**src/rtl/wb_init_master_if.sv**
```systemverilog
// Local command/response channel and Wishbone classic master bus
// bundled for wb_init_master.
interface wb_init_master_if #(
    parameter int AW = 26,
    parameter int DW = 32
);
    logic            req_valid;
    logic            req_ready;
    logic            req_we;
    logic [AW-1:0]   req_addr;
    logic [DW/8-1:0] req_sel;
    logic [DW-1:0]   req_wdata;

    logic            rsp_valid;
    logic [DW-1:0]   rsp_rdata;
    logic            rsp_err;
    logic            rsp_tmo;
    logic            stray_ack;

    logic            wb_cyc_o;
    logic            wb_stb_o;
    logic            wb_we_o;
    logic [AW-1:0]   wb_adr_o;
    logic [DW/8-1:0] wb_sel_o;
    logic [DW-1:0]   wb_dat_o;
    logic [DW-1:0]   wb_dat_i;
    logic            wb_ack_i;
    logic            wb_err_i;

    modport master (
        input  req_valid,
        input  req_we,
        input  req_addr,
        input  req_sel,
        input  req_wdata,
        output req_ready,
        output rsp_valid,
        output rsp_rdata,
        output rsp_err,
        output rsp_tmo,
        output stray_ack,
        output wb_cyc_o,
        output wb_stb_o,
        output wb_we_o,
        output wb_adr_o,
        output wb_sel_o,
        output wb_dat_o,
        input  wb_dat_i,
        input  wb_ack_i,
        input  wb_err_i
    );

    modport slave (
        output req_valid,
        output req_we,
        output req_addr,
        output req_sel,
        output req_wdata,
        input  req_ready,
        input  rsp_valid,
        input  rsp_rdata,
        input  rsp_err,
        input  rsp_tmo,
        input  stray_ack,
        input  wb_cyc_o,
        input  wb_stb_o,
        input  wb_we_o,
        input  wb_adr_o,
        input  wb_sel_o,
        input  wb_dat_o,
        output wb_dat_i,
        output wb_ack_i,
        output wb_err_i
    );
endinterface

```
**src/rtl/wb_init_master.sv**
```systemverilog
// Single-transfer Wishbone classic master driven by a valid/ready command port.
// Optional bus-cycle timeout enabled by defining WB_TIMEOUT_EN.
module wb_init_master #(
    parameter int AW         = 26,
    parameter int DW         = 32,
    parameter int TMO_CYCLES = 255
) (
    input logic              wb_clk_i,
    input logic              wb_resetn,
    wb_init_master_if.master bus
);

    localparam int SW = DW / 8;

    typedef enum logic {
        IDLE = 1'b0,
        BUS  = 1'b1
    } state_t;

    state_t          state_q, state_d;
    logic            rdy_q;

    logic            cyc_q, cyc_d;
    logic            stb_q, stb_d;
    logic            we_q, we_d;
    logic [AW-1:0]   adr_q, adr_d;
    logic [SW-1:0]   sel_q, sel_d;
    logic [DW-1:0]   dat_q, dat_d;

    logic            rsp_valid_q, rsp_valid_d;
    logic [DW-1:0]   rsp_rdata_q, rsp_rdata_d;
    logic            rsp_err_q, rsp_err_d;
    logic            stray_q, stray_d;

    logic            accept;
    logic            term;
    logic            term_err;

`ifdef WB_TIMEOUT_EN
    localparam int CW = $clog2(TMO_CYCLES + 1);

    logic [CW-1:0]   tmo_cnt_q;
    logic            tmo_hit;
    logic            rsp_tmo_q, rsp_tmo_d;

    assign tmo_hit = (tmo_cnt_q == CW'(TMO_CYCLES - 1));
`endif

    // Ready stays low in reset and for the first edge after it.
    assign accept = bus.req_valid && rdy_q && (state_q == IDLE);

    always_comb begin
        state_d     = state_q;
        cyc_d       = cyc_q;
        stb_d       = stb_q;
        we_d        = we_q;
        adr_d       = adr_q;
        sel_d       = sel_q;
        dat_d       = dat_q;
        rsp_valid_d = 1'b0;
        rsp_rdata_d = '0;
        rsp_err_d   = 1'b0;
        term        = 1'b0;
        term_err    = 1'b0;
`ifdef WB_TIMEOUT_EN
        rsp_tmo_d   = 1'b0;
`endif

        unique case (state_q)
            IDLE: begin
                if (accept) begin
                    state_d = BUS;
                    cyc_d   = 1'b1;
                    stb_d   = 1'b1;
                    we_d    = bus.req_we;
                    adr_d   = bus.req_addr;
                    sel_d   = bus.req_sel;
                    dat_d   = bus.req_wdata;
                end
            end
            BUS: begin
                // Error has priority over ack when both arrive together.
                if (bus.wb_err_i) begin
                    term     = 1'b1;
                    term_err = 1'b1;
                end else if (bus.wb_ack_i) begin
                    term     = 1'b1;
                end
`ifdef WB_TIMEOUT_EN
                else if (tmo_hit) begin
                    term      = 1'b1;
                    term_err  = 1'b1;
                    rsp_tmo_d = 1'b1;
                end
`endif
            end
            default: begin
                state_d = IDLE;
            end
        endcase

        if (term) begin
            state_d     = IDLE;
            cyc_d       = 1'b0;
            stb_d       = 1'b0;
            we_d        = 1'b0;
            sel_d       = '0;
            rsp_valid_d = 1'b1;
            rsp_err_d   = term_err;
            if (!term_err && !we_q) begin
                rsp_rdata_d = bus.wb_dat_i;
            end
        end
    end

    // Any slave response while no cycle is open is recorded until reset.
    assign stray_d = stray_q ||
                     ((bus.wb_ack_i || bus.wb_err_i) && !cyc_q);

    always_ff @(posedge wb_clk_i or negedge wb_resetn) begin
        if (!wb_resetn) begin
            state_q     <= IDLE;
            rdy_q       <= 1'b0;
            cyc_q       <= 1'b0;
            stb_q       <= 1'b0;
            we_q        <= 1'b0;
            adr_q       <= '0;
            sel_q       <= '0;
            dat_q       <= '0;
            rsp_valid_q <= 1'b0;
            rsp_rdata_q <= '0;
            rsp_err_q   <= 1'b0;
            stray_q     <= 1'b0;
        end else begin
            state_q     <= state_d;
            rdy_q       <= 1'b1;
            cyc_q       <= cyc_d;
            stb_q       <= stb_d;
            we_q        <= we_d;
            adr_q       <= adr_d;
            sel_q       <= sel_d;
            dat_q       <= dat_d;
            rsp_valid_q <= rsp_valid_d;
            rsp_rdata_q <= rsp_rdata_d;
            rsp_err_q   <= rsp_err_d;
            stray_q     <= stray_d;
        end
    end

`ifdef WB_TIMEOUT_EN
    // Counter idles at zero, so every BUS entry starts a fresh count.
    always_ff @(posedge wb_clk_i or negedge wb_resetn) begin
        if (!wb_resetn) begin
            tmo_cnt_q <= '0;
            rsp_tmo_q <= 1'b0;
        end else begin
            rsp_tmo_q <= rsp_tmo_d;
            if (state_q == IDLE || term) begin
                tmo_cnt_q <= '0;
            end else begin
                tmo_cnt_q <= tmo_cnt_q + CW'(1);
            end
        end
    end

    assign bus.rsp_tmo = rsp_tmo_q;
`else
    assign bus.rsp_tmo = 1'b0 & (TMO_CYCLES > 0);
`endif

    assign bus.req_ready = rdy_q && (state_q == IDLE);
    assign bus.rsp_valid = rsp_valid_q;
    assign bus.rsp_rdata = rsp_rdata_q;
    assign bus.rsp_err   = rsp_err_q;
    assign bus.stray_ack = stray_q;
    assign bus.wb_cyc_o  = cyc_q;
    assign bus.wb_stb_o  = stb_q;
    assign bus.wb_we_o   = we_q;
    assign bus.wb_adr_o  = adr_q;
    assign bus.wb_sel_o  = sel_q;
    assign bus.wb_dat_o  = dat_q;

endmodule
```
**src/flat_wrapper.sv**
```systemverilog
// flat-port wrapper written by rule: the top's interface ports become plain ports
module wb_init_master_flat 
#(
    parameter int AW         = 26,
    parameter int DW         = 32,
    parameter int TMO_CYCLES = 255
)
  (wb_clk_i, wb_resetn, bus_req_valid, bus_req_we, bus_req_addr, bus_req_sel, bus_req_wdata, bus_req_ready, bus_rsp_valid, bus_rsp_rdata, bus_rsp_err, bus_rsp_tmo, bus_stray_ack, bus_wb_cyc_o, bus_wb_stb_o, bus_wb_we_o, bus_wb_adr_o, bus_wb_sel_o, bus_wb_dat_o, bus_wb_dat_i, bus_wb_ack_i, bus_wb_err_i);
  wb_init_master_if #(.AW(AW), .DW(DW)) bus_i ();
  input logic wb_clk_i;
  input logic wb_resetn;
  input wire logic [$bits(bus_i.req_valid)-1:0] bus_req_valid;
  input wire logic [$bits(bus_i.req_we)-1:0] bus_req_we;
  input wire logic [$bits(bus_i.req_addr)-1:0] bus_req_addr;
  input wire logic [$bits(bus_i.req_sel)-1:0] bus_req_sel;
  input wire logic [$bits(bus_i.req_wdata)-1:0] bus_req_wdata;
  output wire logic [$bits(bus_i.req_ready)-1:0] bus_req_ready;
  output wire logic [$bits(bus_i.rsp_valid)-1:0] bus_rsp_valid;
  output wire logic [$bits(bus_i.rsp_rdata)-1:0] bus_rsp_rdata;
  output wire logic [$bits(bus_i.rsp_err)-1:0] bus_rsp_err;
  output wire logic [$bits(bus_i.rsp_tmo)-1:0] bus_rsp_tmo;
  output wire logic [$bits(bus_i.stray_ack)-1:0] bus_stray_ack;
  output wire logic [$bits(bus_i.wb_cyc_o)-1:0] bus_wb_cyc_o;
  output wire logic [$bits(bus_i.wb_stb_o)-1:0] bus_wb_stb_o;
  output wire logic [$bits(bus_i.wb_we_o)-1:0] bus_wb_we_o;
  output wire logic [$bits(bus_i.wb_adr_o)-1:0] bus_wb_adr_o;
  output wire logic [$bits(bus_i.wb_sel_o)-1:0] bus_wb_sel_o;
  output wire logic [$bits(bus_i.wb_dat_o)-1:0] bus_wb_dat_o;
  input wire logic [$bits(bus_i.wb_dat_i)-1:0] bus_wb_dat_i;
  input wire logic [$bits(bus_i.wb_ack_i)-1:0] bus_wb_ack_i;
  input wire logic [$bits(bus_i.wb_err_i)-1:0] bus_wb_err_i;
  assign bus_i.req_valid = bus_req_valid;
  assign bus_i.req_we = bus_req_we;
  assign bus_i.req_addr = bus_req_addr;
  assign bus_i.req_sel = bus_req_sel;
  assign bus_i.req_wdata = bus_req_wdata;
  assign bus_req_ready = bus_i.req_ready;
  assign bus_rsp_valid = bus_i.rsp_valid;
  assign bus_rsp_rdata = bus_i.rsp_rdata;
  assign bus_rsp_err = bus_i.rsp_err;
  assign bus_rsp_tmo = bus_i.rsp_tmo;
  assign bus_stray_ack = bus_i.stray_ack;
  assign bus_wb_cyc_o = bus_i.wb_cyc_o;
  assign bus_wb_stb_o = bus_i.wb_stb_o;
  assign bus_wb_we_o = bus_i.wb_we_o;
  assign bus_wb_adr_o = bus_i.wb_adr_o;
  assign bus_wb_sel_o = bus_i.wb_sel_o;
  assign bus_wb_dat_o = bus_i.wb_dat_o;
  assign bus_i.wb_dat_i = bus_wb_dat_i;
  assign bus_i.wb_ack_i = bus_wb_ack_i;
  assign bus_i.wb_err_i = bus_wb_err_i;
  wb_init_master #(.AW(AW), .DW(DW), .TMO_CYCLES(TMO_CYCLES)) u_core (.wb_clk_i(wb_clk_i), .wb_resetn(wb_resetn), .bus(bus_i));
endmodule
```
**config.mk**
```make
export PLATFORM = sky130hd
export DESIGN_NAME = wb_init_master_flat
export DESIGN_NICKNAME = d
export VERILOG_FILES = /design/src/rtl/wb_init_master_if.sv /design/src/rtl/wb_init_master.sv /design/src/flat_wrapper.sv
export SDC_FILE = /design/constraint.sdc
export NUM_CORES = 1
export LEC_CHECK = 0
export BUFFER_PORTS_ARGS = -buffer_cell sky130_fd_sc_hd__buf_2
export CAP_MARGIN = 10
export CORE_ASPECT_RATIO = 1.1
export CORE_MARGIN = 4
export CORE_UTILIZATION = 44
export CTS_CLUSTER_SIZE = 25
export DETAILED_ROUTE_END_ITERATION = 8
export GPL_TIMING_DRIVEN = 0
export PLACE_DENSITY = 0.79
export SLEW_MARGIN = 20
export SYNTH_ARGS = -nofsm -noshare
export SYNTH_HDL_FRONTEND = slang
export SYNTH_SLANG_ARGS = --single-unit
```
**constraint.sdc**
```tcl
create_clock -name wb_clk_i -period 1.9 [get_ports wb_clk_i]
set_input_delay 0.285 -clock wb_clk_i [delete_from_list [all_inputs] [get_ports wb_clk_i]]
set_output_delay 0.285 -clock wb_clk_i [all_outputs]
set_load 0.01 [all_outputs]
```
==> results of run 1 <==
==> final cells by class <==
class                      instances  area [sq um]  area share, %
sequential                       101          2530           49.4
multi-input combinational        118          1120           21.9
timing repair buffer             202          1040           20.4
clock buffer                      10           138           2.69
tap                              108           135           2.64
buffer                            12          72.6           1.42
clock inverter                     6          68.8           1.35
inverter                           2          7.51          0.147
==> where the power goes <==
part           switching [mW]  internal [mW]
clock network           0.731          0.658
registers               0.133           2.42
logic                   0.451          0.534
total                    1.32           3.62
==> kinds of logic after synthesis <==
| group | synth area share (%) |
|---|---|
| buf+inv | 2.15 |
| flops | 67.9 |
| mux | 18.4 |
| simple gates | 9.27 |
| other cells | 0.202 |
| compound gates | 2.08 |
==> placed cells by master, fill, tap and decap left out, drive strengths merged, types with 2 or more instances in the layout <==
| master | count |
|---|---|
| conb | 2 |
| and4b | 5 |
| mux2 | 58 |
| dfrtp | 101 |
| and2 | 33 |
| buf | 209 |
| a221o | 4 |
| inv | 5 |
| nor2b | 5 |
| clkbuf | 14 |
==> state kept, by name, summed over array words and instances (netlist names) <==
name	flops
u_core.bus.wb_adr_o	26
u_core.rdy_q	1
u_core.bus.rsp_err	1
u_core.bus.wb_stb_o	1
u_core.bus.rsp_valid	1
u_core.bus.rsp_rdata	32
u_core.bus.wb_dat_o	32
u_core.bus.wb_sel_o	4
u_core.state_q	1
u_core.bus.stray_ack	1
u_core.bus.wb_we_o	1
==> metrics by stage <==
stage | util [%] | power, mW
6_report | 63.2 | 4.93
4_1_cts | 63.2 | 5.01
2_1_floorplan | - | 3.09
3_5_place_dp | 60.6 | 3.61
5_1_grt | 63.2 | 5.21
3_3_place_gp | 60.1 | 3.56
==> worst paths after layout <==
check / slack, ns / endpoint / startpoint
setup reg to reg: 0.45 / u_core.bus.wb_dat_o[23] / u_core.state_q
setup / recovery: 0.25 / bus_req_ready / u_core.state_q
hold reg to reg: 0.49 / u_core.bus.stray_ack / u_core.bus.stray_ack
min in group asynchronous: 0.43 / u_core.bus.rsp_rdata[20] / wb_resetn
hold / removal: 0.13 / u_core.bus.rsp_rdata[17] / bus_wb_dat_i[17]
max in group asynchronous: 0.87 / u_core.bus.wb_sel_o[1] / wb_resetn
==> routing by layer <==
layer	track usage, %	wire length [um]	up-vias
met3	8.47	1050	2
met2	28.7	4120	128
li1	-	-	1214
met4	3.96	40	0
met1	18.7	3090	1186
met5	0	0	-
==> worst reg2reg max path, stage by stage, from the launching register on <==
cell	delay [ns]
sky130_fd_sc_hd__dfrtp_1	0.47
sky130_fd_sc_hd__nand3b_4	0.21
sky130_fd_sc_hd__buf_6	0.17
sky130_fd_sc_hd__buf_6	0.18
sky130_fd_sc_hd__mux2_4	0.31
==> impl_metrics.prom, run 1 <==
# TYPE chip_impl_metric gauge
chip_impl_info{name="run_status",value="complete, no violations"} 1
chip_impl_metric{name="timing.hold.ws",unit="ns"} 0.134
chip_impl_metric{name="globalRoute.totalOverflow",unit=""} 0
chip_impl_metric{name="fin_ws",unit="ns"} 0.246
chip_impl_metric{name="io-pin-count",unit=""} 202
chip_impl_metric{name="placement.setup.worst_slack",unit="ns"} 0.447
chip_impl_metric{name="critical-path-max-stage-delay",unit="ns"} 0.47
chip_impl_metric{name="core",unit="sq um"} 8080
chip_impl_metric{name="final_max_slew_viols",unit=""} 0
chip_impl_metric{name="layout.cell_area.non_filler",unit="sq um"} 5110
chip_impl_metric{name="timing.final.setup_violations",unit=""} 0
chip_impl_metric{name="synthesis.yosys.warnings",unit=""} 0
chip_impl_metric{name="grt_pass1_wl",unit="mm"} 13.0
chip_impl_metric{name="synthesis.nets",unit=""} 333
chip_impl_metric{name="post_synth_instance_area",unit="sq um"} 3720
chip_impl_metric{name="path_max_fanout",unit=""} 10
chip_impl_metric{name="worstRegToRegCells",unit=""} 4
chip_impl_metric{name="layout_worst_path_cycle_share",unit="%"} 87.1
chip_impl_metric{name="worstSkewPairLatency",unit="ns"} 0.35
chip_impl_metric{name="count_of_unresolved_drc_violations_after_routing",unit=""} 0
chip_impl_metric{name="critical_path_arrival",unit="ns"} 1.37
chip_impl_metric{name="wl_per_cell",unit="um"} 14.9
chip_impl_metric{name="cts.repair.resized",unit=""} 0
chip_impl_info{name="timing_worst_setup_path_type",value="register to primary output"} 1
chip_impl_info{name="cts_tree",value="done"} 1
chip_impl_metric{name="fin_nets",unit=""} 546
chip_impl_metric{name="worstPathRequired",unit="ns"} 1.62
chip_impl_metric{name="cts_num_sinks",unit=""} 101
chip_impl_info{name="cp-start-kind",value="register"} 1
chip_impl_metric{name="drt_first_pass_iters",unit=""} 4
chip_impl_metric{name="numCtsBuffers",unit=""} 9
chip_impl_metric{name="wirelength",unit="mm"} 8.31
chip_impl_info{name="synthFlopType",value="sky130_fd_sc_hd__dfrtp_1"} 1
chip_impl_metric{name="buffers_plus_inverters_on_the_worst_setup_path",unit=""} 2
chip_impl_metric{name="dpl.cell_count",unit=""} 542
chip_impl_metric{name="globalRouteTotalUtil",unit="%"} 16.9
chip_impl_metric{name="timing.critical_path.depth",unit=""} 3
chip_impl_metric{name="post_detailed_placement_half_perimeter_wirelength",unit="mm"} 6.62
chip_impl_metric{name="clock_skew",unit="ns"} 0.0114
chip_impl_metric{name="timing.setup.tns",unit="ns"} 0
chip_impl_info{name="crit_slowest_cell",value="sky130_fd_sc_hd__dfrtp_1"} 1
chip_impl_metric{name="maxClockFrequency",unit="MHz"} 605
chip_impl_info{name="crit_chain",value="clkbuf_1 > nor2b_1 > buf_2"} 1
chip_impl_metric{name="p_leak",unit="nW"} 2.77
chip_impl_metric{name="power.density",unit="nW/um^2"} 965
chip_impl_info{name="synth.top_cells.by_count",value="sky130_fd_sc_hd__dfrtp_1, sky130_fd_sc_hd__mux2_2, sky130_fd_sc_hd__and2_1, sky130_fd_sc_hd__mux2_4"} 1
chip_impl_info{name="nature_of_the_critical_path_endpoint",value="primary output"} 1
chip_impl_metric{name="seq_area_frac_synth",unit="%"} 67.9
chip_impl_metric{name="slew_at_the_pin_closest_to_its_max_slew_limit",unit="ns"} 0.573
chip_impl_metric{name="max-clock-path-buffers",unit=""} 2
chip_impl_metric{name="row_cnt",unit=""} 34
chip_impl_info{name="path_delay_family",value="flip-flops"} 1
chip_impl_metric{name="clkTransAtPathRegs",unit="ns"} 0.10
chip_impl_metric{name="ctsHoldBuffers",unit=""} 1
chip_impl_metric{name="place.port_buffers",unit=""} 200
chip_impl_info{name="cts-root-buf",value="sky130_fd_sc_hd__clkbuf_8"} 1
chip_impl_metric{name="maxCapViolations",unit=""} 0
chip_impl_metric{name="post-route-min-period",unit="ns"} 1.65
chip_impl_metric{name="fillCellCount",unit=""} 653
chip_impl_metric{name="layout-area-overhead-vs-synth",unit="%"} 37.2
chip_impl_metric{name="postPlaceCellArea",unit="sq um"} 4890
chip_impl_metric{name="vias_in_the_first_global_route",unit=""} 2656
chip_impl_metric{name="worst_ir_drop_vdd",unit="mV"} 0.586
chip_impl_metric{name="place.gp.congestion",unit=""} 0.750
chip_impl_metric{name="timing.slew.headroom",unit="%"} 61.7
chip_impl_metric{name="grt_antenna_before_repair",unit=""} 0
chip_impl_info{name="most_common_cell_in_the_synthesized_netlist",value="sky130_fd_sc_hd__dfrtp_1"} 1
chip_impl_metric{name="largest_net_degree_at_the_start_of_global_routing",unit=""} 54
chip_impl_info{name="path_category_of_the_worst_min_delay_check",value="primary input to register"} 1
chip_impl_info{name="synth.largest_area_cell",value="sky130_fd_sc_hd__dfrtp_1"} 1
chip_impl_info{name="grt_setup_unrepaired",value="no"} 1
chip_impl_metric{name="detail_route.vias_per_cell",unit=""} 4.53
chip_impl_metric{name="final_cell_count_no_fill",unit=""} 559
chip_impl_metric{name="yosysUniqueCellTypes",unit=""} 24
chip_impl_metric{name="die_height",unit="um"} 105
chip_impl_metric{name="seq_cells_post_synth",unit=""} 101
chip_impl_metric{name="finalHoldViolations",unit=""} 0
chip_impl_metric{name="detailroute.via_count",unit=""} 2530
chip_impl_metric{name="n_antenna_cell",unit=""} 0
chip_impl_metric{name="synth_edf_count",unit=""} 0
chip_impl_info{name="synthTopCellsByArea",value="sky130_fd_sc_hd__dfrtp_1, sky130_fd_sc_hd__mux2_2, sky130_fd_sc_hd__and2_1"} 1
chip_impl_metric{name="async_flop_share",unit="%"} 100
chip_impl_metric{name="cts-htree-levels",unit=""} 3
chip_impl_metric{name="die_w",unit="um"} 95.7
chip_impl_metric{name="synth_top_area_share",unit="%"} 67.9
chip_impl_metric{name="layout-drive-gt1-share",unit="%"} 63.2
chip_impl_metric{name="detail-route-antenna-nets",unit=""} 0
chip_impl_metric{name="whs_path_depth",unit=""} 2
chip_impl_metric{name="initial_utilization",unit="%"} 46.1
chip_impl_metric{name="avgSynthCellArea",unit="sq um"} 16.0
chip_impl_metric{name="first_iter_violations",unit=""} 69
chip_impl_metric{name="die_area",unit="sq um"} 10000
chip_impl_metric{name="cts_post_setup_buffers_inserted",unit=""} 0
chip_impl_metric{name="syn_inst",unit=""} 233
(Power assumes the default switching activity.)
==> run 2, diff against run 1 <==
--- a/config.mk
+++ b/config.mk
@@ -14,6 +14,7 @@
 export DETAILED_ROUTE_END_ITERATION = 8
 export GPL_TIMING_DRIVEN = 0
 export PLACE_DENSITY = 0.79
+export RECOVER_POWER = 100
 export SLEW_MARGIN = 20
 export SYNTH_ARGS = -nofsm -noshare
 export SYNTH_HDL_FRONTEND = slang
==> run 2 against run 1 <==
Effect of this change: worst hold slack got worse by 0.0027 ns; clock-buffer cell count did not move; sequential share of layout area rose by 1.6 points; setup slack got worse by 0.051 ns; register-to-register slack got worse by 0.25 ns; global-route usage did not move; clock skew barely moved; wire length rose by 0.60%; via count rose by 0.51%; maximum frequency fell by 3.0%; clock power barely moved; largest cell class unchanged; largest power group unchanged.
==> impl_metrics.prom, run 2 (synthesized netlist as in run 1, its figures left out) <==
# TYPE chip_impl_metric gauge
chip_impl_info{name="layout.cells.most_common",value="sky130_fd_sc_hd__clkbuf_1"} 1
chip_impl_metric{name="placement.setup.worst_slack",unit="ns"} 0.447
chip_impl_metric{name="cts_post_setup_buffers_inserted",unit=""} 0
chip_impl_metric{name="wirelength",unit="mm"} 8.36
chip_impl_metric{name="layout-drive-gt1-share",unit="%"} 39.7
chip_impl_metric{name="wl_per_cell",unit="um"} 15.0
chip_impl_metric{name="critical-path-max-stage-delay",unit="ns"} 0.47
chip_impl_metric{name="slew_at_the_pin_closest_to_its_max_slew_limit",unit="ns"} 1.22
chip_impl_metric{name="setup.reg_to_reg.worst_slack",unit="ns"} 0.20
chip_impl_metric{name="power.density",unit="nW/um^2"} 981
chip_impl_metric{name="io-pin-count",unit=""} 202
chip_impl_metric{name="post-route-min-period",unit="ns"} 1.70
chip_impl_metric{name="count_of_unresolved_drc_violations_after_routing",unit=""} 0
chip_impl_metric{name="share_of_total_power_in_sequential_cells",unit="%"} 52.9
chip_impl_metric{name="vias_in_the_first_global_route",unit=""} 2656
chip_impl_metric{name="timing.hold.ws",unit="ns"} 0.131
chip_impl_metric{name="fillCellCount",unit=""} 694
chip_impl_info{name="cts-root-buf",value="sky130_fd_sc_hd__clkbuf_8"} 1
chip_impl_metric{name="p_int",unit="mW"} 3.53
chip_impl_info{name="crit_chain",value="nand3b_1 > clkbuf_2 > buf_6 > mux2_1"} 1
chip_impl_metric{name="worstSkewPairLatency",unit="ns"} 0.35
chip_impl_info{name="timing_worst_setup_path_type",value="register to register"} 1
chip_impl_metric{name="maxClockFrequency",unit="MHz"} 587
chip_impl_metric{name="initial_utilization",unit="%"} 46.1
chip_impl_metric{name="timing.slew.headroom",unit="%"} 18.6
chip_impl_metric{name="cts_num_sinks",unit=""} 101
chip_impl_metric{name="layout_worst_path_cycle_share",unit="%"} 89.7
chip_impl_metric{name="grt_antenna_before_repair",unit=""} 0
chip_impl_metric{name="critical_path_arrival",unit="ns"} 1.95
chip_impl_metric{name="layout.area.seq",unit="sq um"} 2530
chip_impl_metric{name="power_frac_comb",unit="%"} 18.5
chip_impl_info{name="most-common-layout-cells",value="sky130_fd_sc_hd__clkbuf_1, sky130_fd_sc_hd__dfrtp_1, sky130_fd_sc_hd__buf_2"} 1
chip_impl_metric{name="die_area",unit="sq um"} 10000
chip_impl_metric{name="layout-area-overhead-vs-synth",unit="%"} 32.9
chip_impl_metric{name="n_antenna_cell",unit=""} 0
chip_impl_metric{name="place.port_buffers",unit=""} 200
chip_impl_metric{name="numCtsBuffers",unit=""} 9
chip_impl_metric{name="timing.final.setup_violations",unit=""} 0
chip_impl_info{name="path_category_of_the_worst_min_delay_check",value="primary input to register"} 1
chip_impl_metric{name="postPlaceCellArea",unit="sq um"} 4890
chip_impl_metric{name="max-clock-path-buffers",unit=""} 2
chip_impl_metric{name="largest_net_degree_at_the_start_of_global_routing",unit=""} 54
chip_impl_metric{name="place.gp.congestion",unit=""} 0.750
chip_impl_info{name="cts_tree",value="done"} 1
chip_impl_metric{name="cts-htree-levels",unit=""} 3
chip_impl_metric{name="fin_ws",unit="ns"} 0.195
chip_impl_metric{name="final_max_slew_viols",unit=""} 0
chip_impl_metric{name="detailroute.via_count",unit=""} 2543
chip_impl_metric{name="core",unit="sq um"} 8080
chip_impl_metric{name="finalHoldViolations",unit=""} 0
chip_impl_metric{name="path_max_fanout",unit=""} 10
chip_impl_metric{name="detail_route.vias_per_cell",unit=""} 4.55
chip_impl_metric{name="grt_pass1_wl",unit="mm"} 13.0
chip_impl_metric{name="globalRoute.totalOverflow",unit=""} 0
chip_impl_info{name="cp-start-kind",value="register"} 1
chip_impl_metric{name="maxCapViolations",unit=""} 0
chip_impl_metric{name="detail-route-antenna-nets",unit=""} 0
chip_impl_metric{name="worstPathRequired",unit="ns"} 2.14
chip_impl_metric{name="combined_area_of_the_multi_input_logic_cells",unit="sq um"} 1100
chip_impl_metric{name="drt_first_pass_iters",unit=""} 4
chip_impl_metric{name="globalRouteTotalUtil",unit="%"} 16.9
chip_impl_metric{name="die_w",unit="um"} 95.7
chip_impl_metric{name="die_height",unit="um"} 105
chip_impl_info{name="run_status",value="complete, no violations"} 1
chip_impl_metric{name="layout.cell_area.non_filler",unit="sq um"} 4950
chip_impl_info{name="grt_setup_unrepaired",value="no"} 1
chip_impl_metric{name="worst_ir_drop_vdd",unit="mV"} 0.581
chip_impl_info{name="crit_slowest_cell",value="sky130_fd_sc_hd__dfrtp_1"} 1
chip_impl_metric{name="netSwitchingPower",unit="mW"} 1.33
chip_impl_metric{name="row_cnt",unit=""} 34
chip_impl_metric{name="post_detailed_placement_half_perimeter_wirelength",unit="mm"} 6.62
chip_impl_metric{name="clock_skew",unit="ns"} 0.0119
chip_impl_metric{name="power.clock.fraction",unit="%"} 28.6
chip_impl_metric{name="swShare",unit="%"} 27.4
chip_impl_metric{name="p_leak",unit="nW"} 2.40
chip_impl_metric{name="fin_nets",unit=""} 546
chip_impl_info{name="nature_of_the_critical_path_endpoint",value="register"} 1
chip_impl_metric{name="clkTransAtPathRegs",unit="ns"} 0.10
chip_impl_metric{name="first_iter_violations",unit=""} 69
run 2: cell count changes in the layout (fill, tap and decap cells not counted), moves of 2 or more:
cell	before	now
sky130_fd_sc_hd__and2_1	33	18
sky130_fd_sc_hd__buf_6	3	1
sky130_fd_sc_hd__mux2_4	9	7
sky130_fd_sc_hd__clkbuf_1	4	106
sky130_fd_sc_hd__clkbuf_2	0	4
sky130_fd_sc_hd__mux2_1	0	2
sky130_fd_sc_hd__and2_0	0	15
sky130_fd_sc_hd__buf_2	203	99
run 2: power by group through the flow:
stage	logic, mW	registers [mW]	clock network [mW]
global placement	0.978	2.59	0
CTS	1.01	2.56	1.44
global route	0.993	2.60	1.53
detailed placement	1.01	2.60	0
finish	0.899	2.57	1.39
floorplan	0.350	2.74	0
run 2: cell type report:
type,count,share of cell area (%)
Buffer,12,1.29
Clock buffer,10,2.78
Clock inverter,6,1.39
Inverter,2,0.152
Multi-Input combinational cell,118,22.2
Sequential cell,101,51.0
Tap cell,108,2.73
Timing Repair Buffer,202,18.4
run 2: worst max-delay path, delay by kind of cell (launching register included):
| kind | cells | cell delay (ns) |
|---|---|---|
| muxes | 1 | 0.33 |
| buffers and inverters | 2 | 0.55 |
| and+or+nand+nor | 1 | 0.27 |
| DFF | 1 | 0.47 |
run 2: layer usage:
layer | share of wire (%) | track usage [%]
met5 | 0 | 0
met4 | 0.48 | 3.96
met3 | 13 | 8.47
met2 | 49 | 28.7
met1 | 37 | 18.7
run 2: per-stage QoR:
stage	util, %	setup TNS, ns	total power, mW	std cells
after floorplan	-	0	3.09	233
after global placement	60.1	-40.51	3.56	541
after detailed placement	60.6	0	3.61	542
after CTS	63.2	0	5.01	559
after global routing	61.3	0	5.13	559
final	61.3	0	4.86	559
run 2: timing repair:
item                      CTS  global route
hold buffers                1             0
hold endpoints to repair   48             0
resized for setup           0             0
run 2: final timing paths:
path                       cells after the start                       end                 start
setup / recovery                               4   u_core.bus.wb_dat_o[25]        u_core.state_q
hold / removal                                 2  u_core.bus.rsp_rdata[17]      bus_wb_dat_i[17]
hold reg to reg                                1      u_core.bus.stray_ack  u_core.bus.stray_ack
max in group asynchronous                      3    u_core.bus.wb_sel_o[1]             wb_resetn
min in group asynchronous                      2  u_core.bus.rsp_rdata[17]             wb_resetn
setup reg to reg                               4   u_core.bus.wb_dat_o[25]        u_core.state_q
